$ cat config.mk
export PLATFORM = sky130hd
export DESIGN_NAME = emu_clk_ctrl
export DESIGN_NICKNAME = d
export VERILOG_FILES = /design/src/rtl/emu_clk_ctrl.sv
export SDC_FILE = /design/constraint.sdc
export NUM_CORES = 1
export LEC_CHECK = 0
export BUFFER_PORTS_ARGS = -buffer_cell sky130_fd_sc_hd__buf_2
export CAP_MARGIN = 30
export CORE_MARGIN = 2
export CORE_UTILIZATION = 50
export CTS_BUF_LIST = sky130_fd_sc_hd__clkbuf_16
export CTS_CLUSTER_DIAMETER = 60
export DETAILED_ROUTE_END_ITERATION = 7
export PLACE_DENSITY_LB_ADDON = 0.12
export RECOVER_POWER = 50
export SLEW_MARGIN = 20
export SYNTH_ARGS = -nofsm -noshare
export SYNTH_HDL_FRONTEND = slang
export SYNTH_SLANG_ARGS = --single-unit
$ cat constraint.sdc
create_clock -name emu_clk -period 2.95 [get_ports emu_clk]
set_input_delay 0.885 -clock emu_clk [delete_from_list [all_inputs] [get_ports emu_clk]]
set_output_delay 0.885 -clock emu_clk [all_outputs]
set_load 0.005 [all_outputs]
$ cat src/rtl/emu_clk_ctrl.sv
// ---------------------------------------------------------------------------
// emu_clk_ctrl
//
// Sequences the emulator clock domain once the clock wizard is stable:
// waits for PLL/MMCM lock, holds the emulator blocks in reset for a fixed
// number of cycles, then gates the emulator datapath with a registered clock
// enable under STOP / RUN / STEP / RESET commands from the debug side.
//
// Optional feature: define EMU_TIME_CNT_EN to add the emu_time port and an
// accumulator of emulated time (sum of dt over every enabled cycle).
//
// Ports:
//   emu_clk     in   emulator clock (clock wizard clk_out1)
//   emu_rst     in   asynchronous active-high reset
//   locked      in   clock wizard lock flag, asynchronous to emu_clk
//   cmd_valid   in   command strobe
//   cmd_ready   out  command accept (IDLE/RUN/STEP while lock is held)
//   cmd_op      in   00=STOP 01=RUN 10=STEP 11=RESET
//   cmd_steps   in   cycle count for STEP
//   dt          in   emulated timestep added per enabled cycle
//   emu_ce      out  registered clock enable to the emulator datapath
//   sys_rst     out  registered reset to the emulator blocks
//   state       out  FSM state (0=WAIT_LOCK 1=RESET 2=IDLE 3=RUN 4=STEP)
//   steps_left  out  remaining STEP cycles
//   emu_time    out  emulated time (EMU_TIME_CNT_EN only)
// ---------------------------------------------------------------------------
module emu_clk_ctrl #(
    parameter int RST_CYCLES = 16,
    parameter int STEP_W     = 32,
    parameter int DT_W       = 32,
    parameter int TIME_W     = 64
) (
    input  logic              emu_clk,
    input  logic              emu_rst,
    input  logic              locked,
    input  logic              cmd_valid,
    output logic              cmd_ready,
    input  logic [1:0]        cmd_op,
    input  logic [STEP_W-1:0] cmd_steps,
    input  logic [DT_W-1:0]   dt,
    output logic              emu_ce,
    output logic              sys_rst,
    output logic [2:0]        state,
    output logic [STEP_W-1:0] steps_left
`ifdef EMU_TIME_CNT_EN
    ,
    output logic [TIME_W-1:0] emu_time
`endif
);

    localparam int CNT_W = $clog2(RST_CYCLES + 1);

    localparam logic [1:0] OP_STOP  = 2'b00;
    localparam logic [1:0] OP_RUN   = 2'b01;
    localparam logic [1:0] OP_STEP  = 2'b10;
    localparam logic [1:0] OP_RESET = 2'b11;

    typedef enum logic [2:0] {
        S_WAIT_LOCK = 3'd0,
        S_RESET     = 3'd1,
        S_IDLE      = 3'd2,
        S_RUN       = 3'd3,
        S_STEP      = 3'd4
    } state_t;

    state_t             cur_state;
    state_t             nxt_state;
    logic [CNT_W-1:0]   rst_cnt;
    logic [CNT_W-1:0]   nxt_cnt;
    logic [STEP_W-1:0]  nxt_steps;
    logic               lock_meta;
    logic               lock_s;
    logic               cmd_accept;
    logic               ce_nxt;
    logic               srst_nxt;

    // Two-flop synchroniser for the asynchronous lock flag.
    always_ff @(posedge emu_clk or posedge emu_rst) begin
        if (emu_rst) begin
            lock_meta <= 1'b0;
            lock_s    <= 1'b0;
        end else begin
            lock_meta <= locked;
            lock_s    <= lock_meta;
        end
    end

    // State register, together with the registered outputs derived from the
    // next state so that emu_ce / sys_rst line up exactly with the state.
    always_ff @(posedge emu_clk or posedge emu_rst) begin
        if (emu_rst) begin
            cur_state  <= S_WAIT_LOCK;
            rst_cnt    <= '0;
            steps_left <= '0;
            emu_ce     <= 1'b0;
            sys_rst    <= 1'b1;
        end else begin
            cur_state  <= nxt_state;
            rst_cnt    <= nxt_cnt;
            steps_left <= nxt_steps;
            emu_ce     <= ce_nxt;
            sys_rst    <= srst_nxt;
        end
    end

    // Next-state logic. Lock loss wins over everything; in IDLE/RUN/STEP the
    // natural STEP countdown is computed first so an accepted command in the
    // final STEP cycle overrides the return to IDLE.
    always_comb begin
        nxt_state = cur_state;
        nxt_cnt   = rst_cnt;
        nxt_steps = steps_left;
        if (!lock_s) begin
            nxt_state = S_WAIT_LOCK;
            nxt_steps = '0;
        end else begin
            case (cur_state)
                S_WAIT_LOCK: begin
                    nxt_state = S_RESET;
                    nxt_cnt   = CNT_W'(RST_CYCLES);
                end
                S_RESET: begin
                    // Counter holds the number of RESET cycles still to go,
                    // including the current one.
                    if (rst_cnt <= CNT_W'(1)) begin
                        nxt_state = S_IDLE;
                    end else begin
                        nxt_cnt = rst_cnt - CNT_W'(1);
                    end
                end
                S_IDLE, S_RUN, S_STEP: begin
                    if (cur_state == S_STEP) begin
                        if (steps_left <= STEP_W'(1)) begin
                            nxt_state = S_IDLE;
                            nxt_steps = '0;
                        end else begin
                            nxt_steps = steps_left - STEP_W'(1);
                        end
                    end
                    if (cmd_accept) begin
                        case (cmd_op)
                            OP_STOP: begin
                                nxt_state = S_IDLE;
                                nxt_steps = '0;
                            end
                            OP_RUN: begin
                                nxt_state = S_RUN;
                                nxt_steps = '0;
                            end
                            OP_STEP: begin
                                // A zero-length STEP is a no-op.
                                if (cmd_steps != '0) begin
                                    nxt_state = S_STEP;
                                    nxt_steps = cmd_steps;
                                end
                            end
                            OP_RESET: begin
                                nxt_state = S_RESET;
                                nxt_cnt   = CNT_W'(RST_CYCLES);
                                nxt_steps = '0;
                            end
                            default: ;
                        endcase
                    end
                end
                default: begin
                    nxt_state = S_WAIT_LOCK;
                    nxt_steps = '0;
                end
            endcase
        end
    end

    // Output logic. cmd_ready is withheld once the synchronised lock has
    // dropped so a command pending during lock loss is never accepted.
    always_comb begin
        cmd_ready = 1'b0;
        ce_nxt    = 1'b0;
        srst_nxt  = 1'b0;
        if (lock_s && (cur_state == S_IDLE || cur_state == S_RUN ||
                       cur_state == S_STEP)) begin
            cmd_ready = 1'b1;
        end
        if (nxt_state == S_RUN || nxt_state == S_STEP) begin
            ce_nxt = 1'b1;
        end
        if (nxt_state == S_WAIT_LOCK || nxt_state == S_RESET) begin
            srst_nxt = 1'b1;
        end
    end

    assign cmd_accept = cmd_valid & cmd_ready;
    assign state      = cur_state;

`ifdef EMU_TIME_CNT_EN
    // Emulated time: cleared while the emulator is in reset, advanced by dt
    // at the edge that ends each enabled cycle, wrapping naturally.
    always_ff @(posedge emu_clk or posedge emu_rst) begin
        if (emu_rst) begin
            emu_time <= '0;
        end else if (sys_rst) begin
            emu_time <= '0;
        end else if (emu_ce) begin
            emu_time <= emu_time + TIME_W'(dt);
        end
    end
`else
    logic dt_unused;
    assign dt_unused = ^dt;
`endif

endmodule

# After elaboration in Yosys (flattened, before gate mapping)
# Cells that the tools add are included.
# op_classes
add_sub_neg	2
magnitude_cmp	2
n_eq_ne	14
muxes	22
n_bitwise	1
n_reduce_logical	14
# ops
op	n
$mux W32	5
$pmux W32 S2	2
$le A32 B1 Y1 const B	1
$reduce_bool A32 Y1	1
$sub A32 B1 Y32 const B	1
$mux W3	6
$mux W5	3
$pmux W5 S3	1
$pmux W3 S4	1
$eq A3 B2 Y1 const B	3
$pmux W3 S3	1
$eq A3 B1 Y1 const B	2
$eq A3 B3 Y1 const B	2
$logic_not A3 Y1	2
$ne A2 B2 Y1 const B	3
$reduce_or A3 Y1	2
$le A5 B1 Y1 const B	1
$reduce_and A5 Y1	1
$sub A5 B1 Y5 const B	1
$eq A2 B2 Y1 const B	2
$logic_or A1 B1 Y1	4
$mux W1	3
$reduce_bool A3 Y1	1
$eq A2 B1 Y1 const B	1
other kinds (5)	5
# totals
register_bits	44
in_bits	70
output_inout_bits	38
elab_cells	62

# Depth between registers and ports, before layout
# Gate-level depths: netlist of run 1.
# depth
word_depth	12
ltp_mapped	9
mapped_depth_nobuf	8

# Worst setup path before layout of run 1
# OpenSTA, ideal clock, no wires.
# synth_path
path_type	input -> register
startpoint	input port cmd_steps[25]
endpoint	register steps_left[28]
arrival_time_ns	2.477
required_time_ns	2.874
slack_ns	0.397
path_stages	9
n_path_buf	3
cell_sequence	nor4_1 nand4_1 o21a_1 buf_2 or3_1 buf_2 buf_4 o21a_1 o21ai_1
# synth_between
elab_chain_cells	6
# synth_rtl
element	line	source
from (decl)	39	input logic [STEP_W-1:0] cmd_steps,
$reduce_bool A32 Y1	152	if (cmd_steps != '0) begin
$mux W32	152	
$pmux W32 S2	141	case (cmd_op)
$mux W32	140	if (cmd_accept) begin
$pmux W32 S2	117	case (cur_state)
$mux W32	113	if (!lock_s) begin
to (signal assigned)	100	steps_left <= nxt_steps;
to (decl)	44	output logic [STEP_W-1:0] steps_left
# Every way passes these cells.
# A chain may end at the register's enable or synchronous reset.

# Final worst setup path of run 1
# layout_path
startpoint	input port cmd_steps[17]
endpoint	register steps_left[28]
# Same word-level chain as after synthesis.

==> qor.log, run 1 <==
[min_path] kind of path behind the tightest hold check register to register
[clock_tree] number of buffers created by CTS 5
[power_and_ir_drop] PwrDens 472.6 nW/um2
[drt] total wirelength of the detailed-routed design 8.381 mm
[global_routing] pin count of the biggest net entering global routing 29
[layout] post-route insts no fill 493
[clock_tree] clock tree buffer depth 2
[logic_synthesis] Async S/R FF share, synth 1.000
[timing] Final Cycle Share 0.8980
[timing] Worst-Margin Slew 1.558 ns
[timing] Final Critical Period 2.649 ns
[min_path] hold depth 0
[drt] Vias 3055
[logic_synthesis] number of enable flip-flop cells after synthesis 0
[logic_synthesis] Most used DFF post-synth sky130_fd_sc_hd__dfrtp_1
[worst_setup_path] maximum net fanout on the critical path 11
[clock_tree] clock-pin slew on the worst setup and hold paths 0.06 ns
[timing] max frequency 377.5 MHz
[worst_setup_path] reg2reg path depth 7
[worst_setup_path] cells along the critical path buf_2 -> nor4_1 -> nand4_1 -> o21a_1 -> or3_1 -> buf_4 -> o21a_1 -> o21ai_1
[worst_setup_path] type of the worst setup path primary input to register
[floorplanning] Die Span X 79.55 um
[global_routing] total global-route track usage 0.2775
[worst_setup_path] required time of the critical path 3.16 ns
[global_routing] number of global-route vias before repair 2914
[clock_tree] TritonCTS sink count 44
[timing] final count of pins violating max slew 29
[floorplanning] y dimension of the die 79.55 um
[worst_setup_path] number of logic stages on the critical path including buffering 8
[logic_synthesis] net count after synthesis 411
[timing] worst clock skew on the final layout 0.002055 ns
[power_and_ir_drop] leakage power summed over all cells 1.623 nW
[clock_tree] CTS tree yes
[drt] DRC marker count from the first detailed-route iteration 179
[run_status] outcome complete, but fails checks
[clock_tree] insertion delay of the later-clocked pin in the worst-skew pair 0.28 ns
[power_and_ir_drop] worst vdd rail ir drop 0.3387 mV
[layout] top library cells by usage in the layout, fill and taps aside 69 x sky130_fd_sc_hd__buf_2, 43 x sky130_fd_sc_hd__dfrtp_1, 28 x sky130_fd_sc_hd__nor2_1, 25 x sky130_fd_sc_hd__nand2_1
[worst_setup_path] standard cell with the maximum stage delay on the critical path sky130_fd_sc_hd__or3_1
[layout] Diodes inserted 0
[floorplanning] starting density of the core 0.5183
[layout] area growth from synthesis to final layout 22.84%
[clock_tree] setup fix buffers added after clock tree synthesis 0
[drt] via-per-instance ratio 6.197
[drt] count of antenna-violating nets left after detailed routing 0
[logic_synthesis] average footprint of a synthesized cell 8.469 um2
[drt] drt pass-1 iters 4
[drt] average wire per cell in the routed design 17.00 um
[placed_design] placer congestion estimate 0.9855
[run_status] violations in the final reports capacitance limit, slew limit
[timing] setup_tns 0 ns
[floorplanning] Core Box Area 5507 um2
[timing] unrepaired setup endpoints after global routing no
[drt] drt drc 0
[worst_setup_path] crit end category register
[timing] endpoints failing setup 0
[worst_setup_path] number of buffer and inverter instances along the worst setup path 2
[floorplanning] site row count 27
[placed_design] cell count after placement 485
[clock_tree] post-cts hold buffer count 0
[layout] share of post-route cells with drive strength above 1 0.2518
[worst_setup_path] top cell family by delay on the critical path simple AND/OR/NAND/NOR gates
[logic_synthesis] post-synthesis cell area 2854 um2
[worst_setup_path] most used cell along the critical path sky130_fd_sc_hd__o21a_1
[layout] leading cell type in the layout, fill and taps excluded sky130_fd_sc_hd__buf_2
[logic_synthesis] Yosys warning total 0
[logic_synthesis] Post-Syn Instances 337
[clock_tree] clock root buffer sky130_fd_sc_hd__clkbuf_16
[logic_synthesis] total of flip-flops plus latches after synthesis 44
[power_and_ir_drop] overall power of the completed layout 1.657 mW
[worst_setup_path] sort of element at the start of the critical path primary input
[timing] worst relative slew slack -0.03857
[placed_design] IO buf count 75
[flow_run] total of max-cap violations 1
[global_routing] wire length of the first global-routing pass 13.94 mm
[worst_setup_path] Arr. time, crit path 2.86 ns
[timing] final hold violation count 0
[logic_synthesis] fraction of the yosys area taken by sequential cells 0.3862
[global_routing] number of antenna violations at the first check in global routing 0
[clock_tree] H-tree level count 2
[worst_setup_path] worst stage delay on the critical path 0.43 ns
[floorplanning] die area 6328 um2
[global_routing] total overflow reported by the global router 0
[layout] net count of the finished layout 494
[clock_tree] count of cells resized by post-cts repair 0
[logic_synthesis] distinct cell type count of the synthesized netlist 60
[placed_design] placed wire-length estimate after detailed placement 6.308 mm
[floorplanning] number of primary I/O pins 108
## metal layers
metal | vias up | routed length, um | track usage | part of all wire
met3 | 8 | 578 | 0.05430 | 0.069
met5 | - | 0 | 0 | 0
met2 | 114 | 3993 | 0.4471 | 0.48
met1 | 1472 | 3699 | 0.3790 | 0.44
met4 | 0 | 109 | 0.08103 | 0.013
li1 | 1461 | - | - | -
## cells by family after synthesis
group | after synthesis | share of synthesized area
buffers and inverters | 30 | 0.04428
AOI/OAI and AO/OA | 110 | 0.2560
and+or+nand+nor | 141 | 0.2714
DFF | 44 | 0.3862
xor gates and xnor gates | 8 | 0.02455
adders and majority gates | 4 | 0.01754
## final cells by class
class                      count  area (um2)
fill                         497        2001
multi-input combinational    263        1625
sequential                    44        1102
timing repair buffer          91       488.0
clock buffer                   5       125.1
tap                           72       90.09
inverter                      15       56.30
clock inverter                 3       18.77
## worst register-to-register path: cells and delay by family (launching register included)
kind / cells / cell delay (ns)
simple gates: 4 / 1.39
compound gates: 2 / 0.41
buf+inv: 1 / 0.22
flops: 1 / 0.43
## cell usage after synthesis (5+ instances only)
cell type                   n  share of area
sky130_fd_sc_hd__dfrtp_1   43           0.38
sky130_fd_sc_hd__nor2_1    28          0.037
sky130_fd_sc_hd__nand2_1   25          0.033
sky130_fd_sc_hd__nor4_1    24          0.053
sky130_fd_sc_hd__o21ai_1   24          0.042
sky130_fd_sc_hd__o21ai_0   17          0.030
sky130_fd_sc_hd__inv_1     15          0.020
sky130_fd_sc_hd__a22oi_1   14          0.037
sky130_fd_sc_hd__a21oi_1   12          0.021
sky130_fd_sc_hd__nor3_1    11          0.019
sky130_fd_sc_hd__nand3_1   10          0.018
sky130_fd_sc_hd__buf_2      8          0.014
sky130_fd_sc_hd__nand4_1    8          0.018
sky130_fd_sc_hd__or3_1      8          0.018
sky130_fd_sc_hd__clkbuf_1   6         0.0079
sky130_fd_sc_hd__xor2_1     6          0.018
sky130_fd_sc_hd__a32oi_1    5          0.015
sky130_fd_sc_hd__nand2b_1   5          0.011
## flip-flops by register name (all words and copies together), names as in the netlist
| signal | flops |
|---|---|
| state | 3 |
| emu_ce | 1 |
| lock_meta | 1 |
| rst_cnt | 5 |
| sys_rst | 1 |
| steps_left | 32 |
| lock_s | 1 |
## worst paths after layout
check | slack, ns | start | endpoint
hold / removal | 0.35 | lock_meta | lock_s
min in group asynchronous | 0.59 | emu_rst | steps_left[9]
max in group asynchronous | 0.58 | emu_rst | steps_left[5]
setup reg to reg | 0.38 | steps_left[15] | steps_left[11]
hold reg to reg | 0.35 | lock_meta | lock_s
setup / recovery | 0.30 | cmd_steps[17] | steps_left[28]
## where the power goes
group          total, mW  leakage (nW)  internal (mW)  switching [mW]
combinational      0.403         0.953          0.161           0.243
clock              0.542        0.0736          0.312           0.230
sequential         0.712         0.597          0.655          0.0569
total               1.66          1.62           1.13           0.529
## metrics by stage
step,hold slack (ns),setup WS [ns],instance area [um2],utilization
floorplan,0.3312,0.3972,2854,-
detailed placement,0.3403,0.04515,3373,0.6126
finish,0.3498,0.3009,3506,0.6367
global placement,0.3362,0.07834,3362,0.6105
global route,0.3573,0.1713,3506,0.6367
CTS,0.3544,0.3379,3517,0.6387
(Power assumes the default switching activity.)
==> inputs of run 2 (changes only) <==
--- a/config.mk
+++ b/config.mk
@@ -12,6 +12,7 @@
 export CTS_BUF_LIST = sky130_fd_sc_hd__clkbuf_16
 export CTS_CLUSTER_DIAMETER = 60
 export DETAILED_ROUTE_END_ITERATION = 7
+export MAX_ROUTING_LAYER = met4
 export PLACE_DENSITY_LB_ADDON = 0.12
 export RECOVER_POWER = 50
 export SLEW_MARGIN = 20
==> qor.log, run 2 (same netlist as run 1, synthesis figures left out) <==
[power_and_ir_drop] worst vdd rail ir drop 0.3040 mV [-10%]
[timing] setup_tns 0 ns [unchanged]
[clock_tree] clock root buffer sky130_fd_sc_hd__clkbuf_16
[floorplanning] number of primary I/O pins 108 [unchanged]
[clock_tree] clock-pin slew on the worst setup and hold paths 0.06 ns [about the same]
[layout] register bank with the most flops steps_left
[timing] worst relative slew slack -0.08503 [-0.04646]
[layout] final cell utilization of the core 0.6455 [+0.008862]
[timing] unrepaired setup endpoints after global routing no
[drt] average wire per cell in the routed design 17.04 um [+0.23%]
[layout] net count of the finished layout 497 [+0.61%]
[placed_design] placed wire-length estimate after detailed placement 6.255 mm [-0.84%]
[drt] via-per-instance ratio 6.153 [-0.70%]
[power_and_ir_drop] PwrDens 490.4 nW/um2 [+3.8%]
[drt] drt drc 0 [unchanged]
[global_routing] wire length of the first global-routing pass 14.00 mm [+0.40%]
[floorplanning] y dimension of the die 79.55 um [unchanged]
[timing] worst clock skew on the final layout 0.007068 ns [+0.005013 ns]
[timing] final count of pins violating max slew 30 [+3.4%]
[run_status] outcome complete, but fails checks
[floorplanning] starting density of the core 0.5183 [unchanged]
[power_and_ir_drop] leakage power summed over all cells 1.656 nW [+2.0%]
[global_routing] total overflow reported by the global router 0 [unchanged]
[worst_setup_path] setup slack on the worst flop-to-flop path 0.24 ns [-0.14 ns]
[layout] Largest register FFs 32 [unchanged]
[worst_setup_path] Arr. time, crit path 2.88 ns [+0.02 ns]
[clock_tree] TritonCTS sink count 44 [unchanged]
[global_routing] total global-route track usage 0.2840 [+0.006505]
[clock_tree] clock tree buffer depth 2 [unchanged]
[worst_setup_path] required time of the critical path 3.13 ns [-0.03 ns]
[timing] Final Cycle Share 0.9175 [+0.01953]
[worst_setup_path] reg-to-reg startpoint steps_left[28]
[worst_setup_path] crit end category register
[global_routing] number of antenna violations at the first check in global routing 0 [unchanged]
[clock_tree] CTS tree yes
[worst_setup_path] reg2reg path depth 7 [unchanged]
[worst_setup_path] type of the worst setup path register to register
[timing] Worst-Margin Slew 1.628 ns [+0.06969 ns]
[drt] Vias 3052 [-0.098%]
[placed_design] placer congestion estimate 0.9703 [-1.5%]
[timing] final hold violation count 0 [unchanged]
[layout] fill cell total of the finished layout 484 [-2.6%]
[global_routing] pin count of the biggest net entering global routing 30 [+3.4%]
[floorplanning] Die Span X 79.55 um [unchanged]
[timing] max frequency 369.5 MHz [-2.1%]
[min_path] kind of path behind the tightest hold check register to register
[layout] leading cell type in the layout, fill and taps excluded sky130_fd_sc_hd__buf_2
[worst_setup_path] sort of element at the start of the critical path register
[floorplanning] die area 6328 um2 [unchanged]
[layout] area growth from synthesis to final layout 24.55%
[layout] Diodes inserted 0 [unchanged]
[layout] FF/Latch Area 1102 um2 [unchanged]
[run_status] violations in the final reports capacitance limit, slew limit
[worst_setup_path] maximum net fanout on the critical path 17 [+6]
[timing] Final Critical Period 2.707 ns [+0.05761 ns]
[worst_setup_path] end point of the critical path steps_left[11]
[clock_tree] count of cells resized by post-cts repair 0 [unchanged]
[timing] endpoints failing setup 0 [unchanged]
[worst_setup_path] CP startpoint steps_left[28]
[flow_run] total of max-cap violations 1 [unchanged]
[floorplanning] Core Box Area 5507 um2 [unchanged]
[drt] DRC marker count from the first detailed-route iteration 241 [+35%]
[layout] share of post-route cells with drive strength above 1 0.2618 [+0.01001]
[floorplanning] site row count 27 [unchanged]
[power_and_ir_drop] overall power of the completed layout 1.743 mW [+5.2%]
[layout] footprint of the multi-input gates 1625 um2 [unchanged]
[global_routing] number of global-route vias before repair 2837 [-2.6%]
[clock_tree] H-tree level count 2 [unchanged]
[clock_tree] number of buffers created by CTS 5 [unchanged]
[clock_tree] insertion delay of the later-clocked pin in the worst-skew pair 0.29 ns [about the same]
[worst_setup_path] worst reg2reg path endpoint steps_left[11]
[clock_tree] post-cts hold buffer count 0 [unchanged]
[placed_design] IO buf count 75 [unchanged]
[drt] count of antenna-violating nets left after detailed routing 0 [unchanged]
[layout] top library cells by usage in the layout, fill and taps aside 71 x sky130_fd_sc_hd__buf_2, 43 x sky130_fd_sc_hd__dfrtp_1, 28 x sky130_fd_sc_hd__nor2_1, 25 x sky130_fd_sc_hd__nand2_1
[drt] total wirelength of the detailed-routed design 8.451 mm [+0.84%]
[drt] drt pass-1 iters 5 [+1]
[clock_tree] setup fix buffers added after clock tree synthesis 0 [unchanged]
-- run 2: cell types whose count changed in the layout (fill, tap and decap cells not counted), sizes merged --
cell,delta
bufinv,+1
clkinv,-2
clkinvlp,+1
clkbuf,-2
buf,+5
-- run 2: worst min path at each step --
| stage | startpoint | end | slack (ns) | cells after the start |
|---|---|---|---|---|
| 6_report | lock_meta | lock_s | 0.35 | 0 |
| 5_1_grt | lock_meta | lock_s | 0.36 | 0 |
| 4_1_cts | lock_meta | lock_s | 0.35 | 0 |
| 3_5_place_dp | lock_meta | lock_s | 0.34 | 0 |
| 3_3_place_gp | lock_meta | lock_s | 0.34 | 0 |
| 2_1_floorplan | lock_meta | lock_s | 0.33 | 0 |
-- run 2: stage by stage --
stage / cells / setup slack (ns) / hold WS (ns) / instance area [um2]
2_1_floorplan: 337 / 0.3972 / 0.3312 / 2854
4_1_cts: 496 / 0.2353 / 0.3539 / 3563
6_report: 496 / 0.2433 / 0.3508 / 3555
5_1_grt: 496 / 0.03338 / 0.3616 / 3555
3_3_place_gp: 487 / 0.1273 / 0.3383 / 3385
3_5_place_dp: 488 / 0.09244 / 0.3396 / 3396
-- run 2: cell type report --
cell class | count | share of cell area
Multi-Input combinational cell | 263 | 0.4572
Sequential cell | 44 | 0.3101
Timing Repair Buffer | 94 | 0.1443
Clock buffer | 5 | 0.03520
Tap cell | 72 | 0.02534
Inverter | 15 | 0.01584
Clock inverter | 3 | 0.01197
-- run 2: power by group --
part | switching [mW] | internal [mW]
Sequential | 0.0546 | 0.655
Clock | 0.231 | 0.398
Combinational | 0.244 | 0.161
-- run 2: routing by layer --
layer	track usage	wire length, um	vias to the layer above
met3	0.04299	586	14
met1	0.4026	3809	1461
met4	0.07931	133	0
li1	-	-	1453
met2	0.4252	3921	124
met5	-	0	-
-- run 2: critical path, cell delays in order (launching register included) --
cell	delay [ns]
sky130_fd_sc_hd__dfrtp_1	0.46
sky130_fd_sc_hd__nor4_1	0.54
sky130_fd_sc_hd__nand3_1	0.17
sky130_fd_sc_hd__nor4_1	0.55
sky130_fd_sc_hd__or3_1	0.22
sky130_fd_sc_hd__buf_4	0.23
sky130_fd_sc_hd__o21ai_0	0.12
sky130_fd_sc_hd__a221o_1	0.31
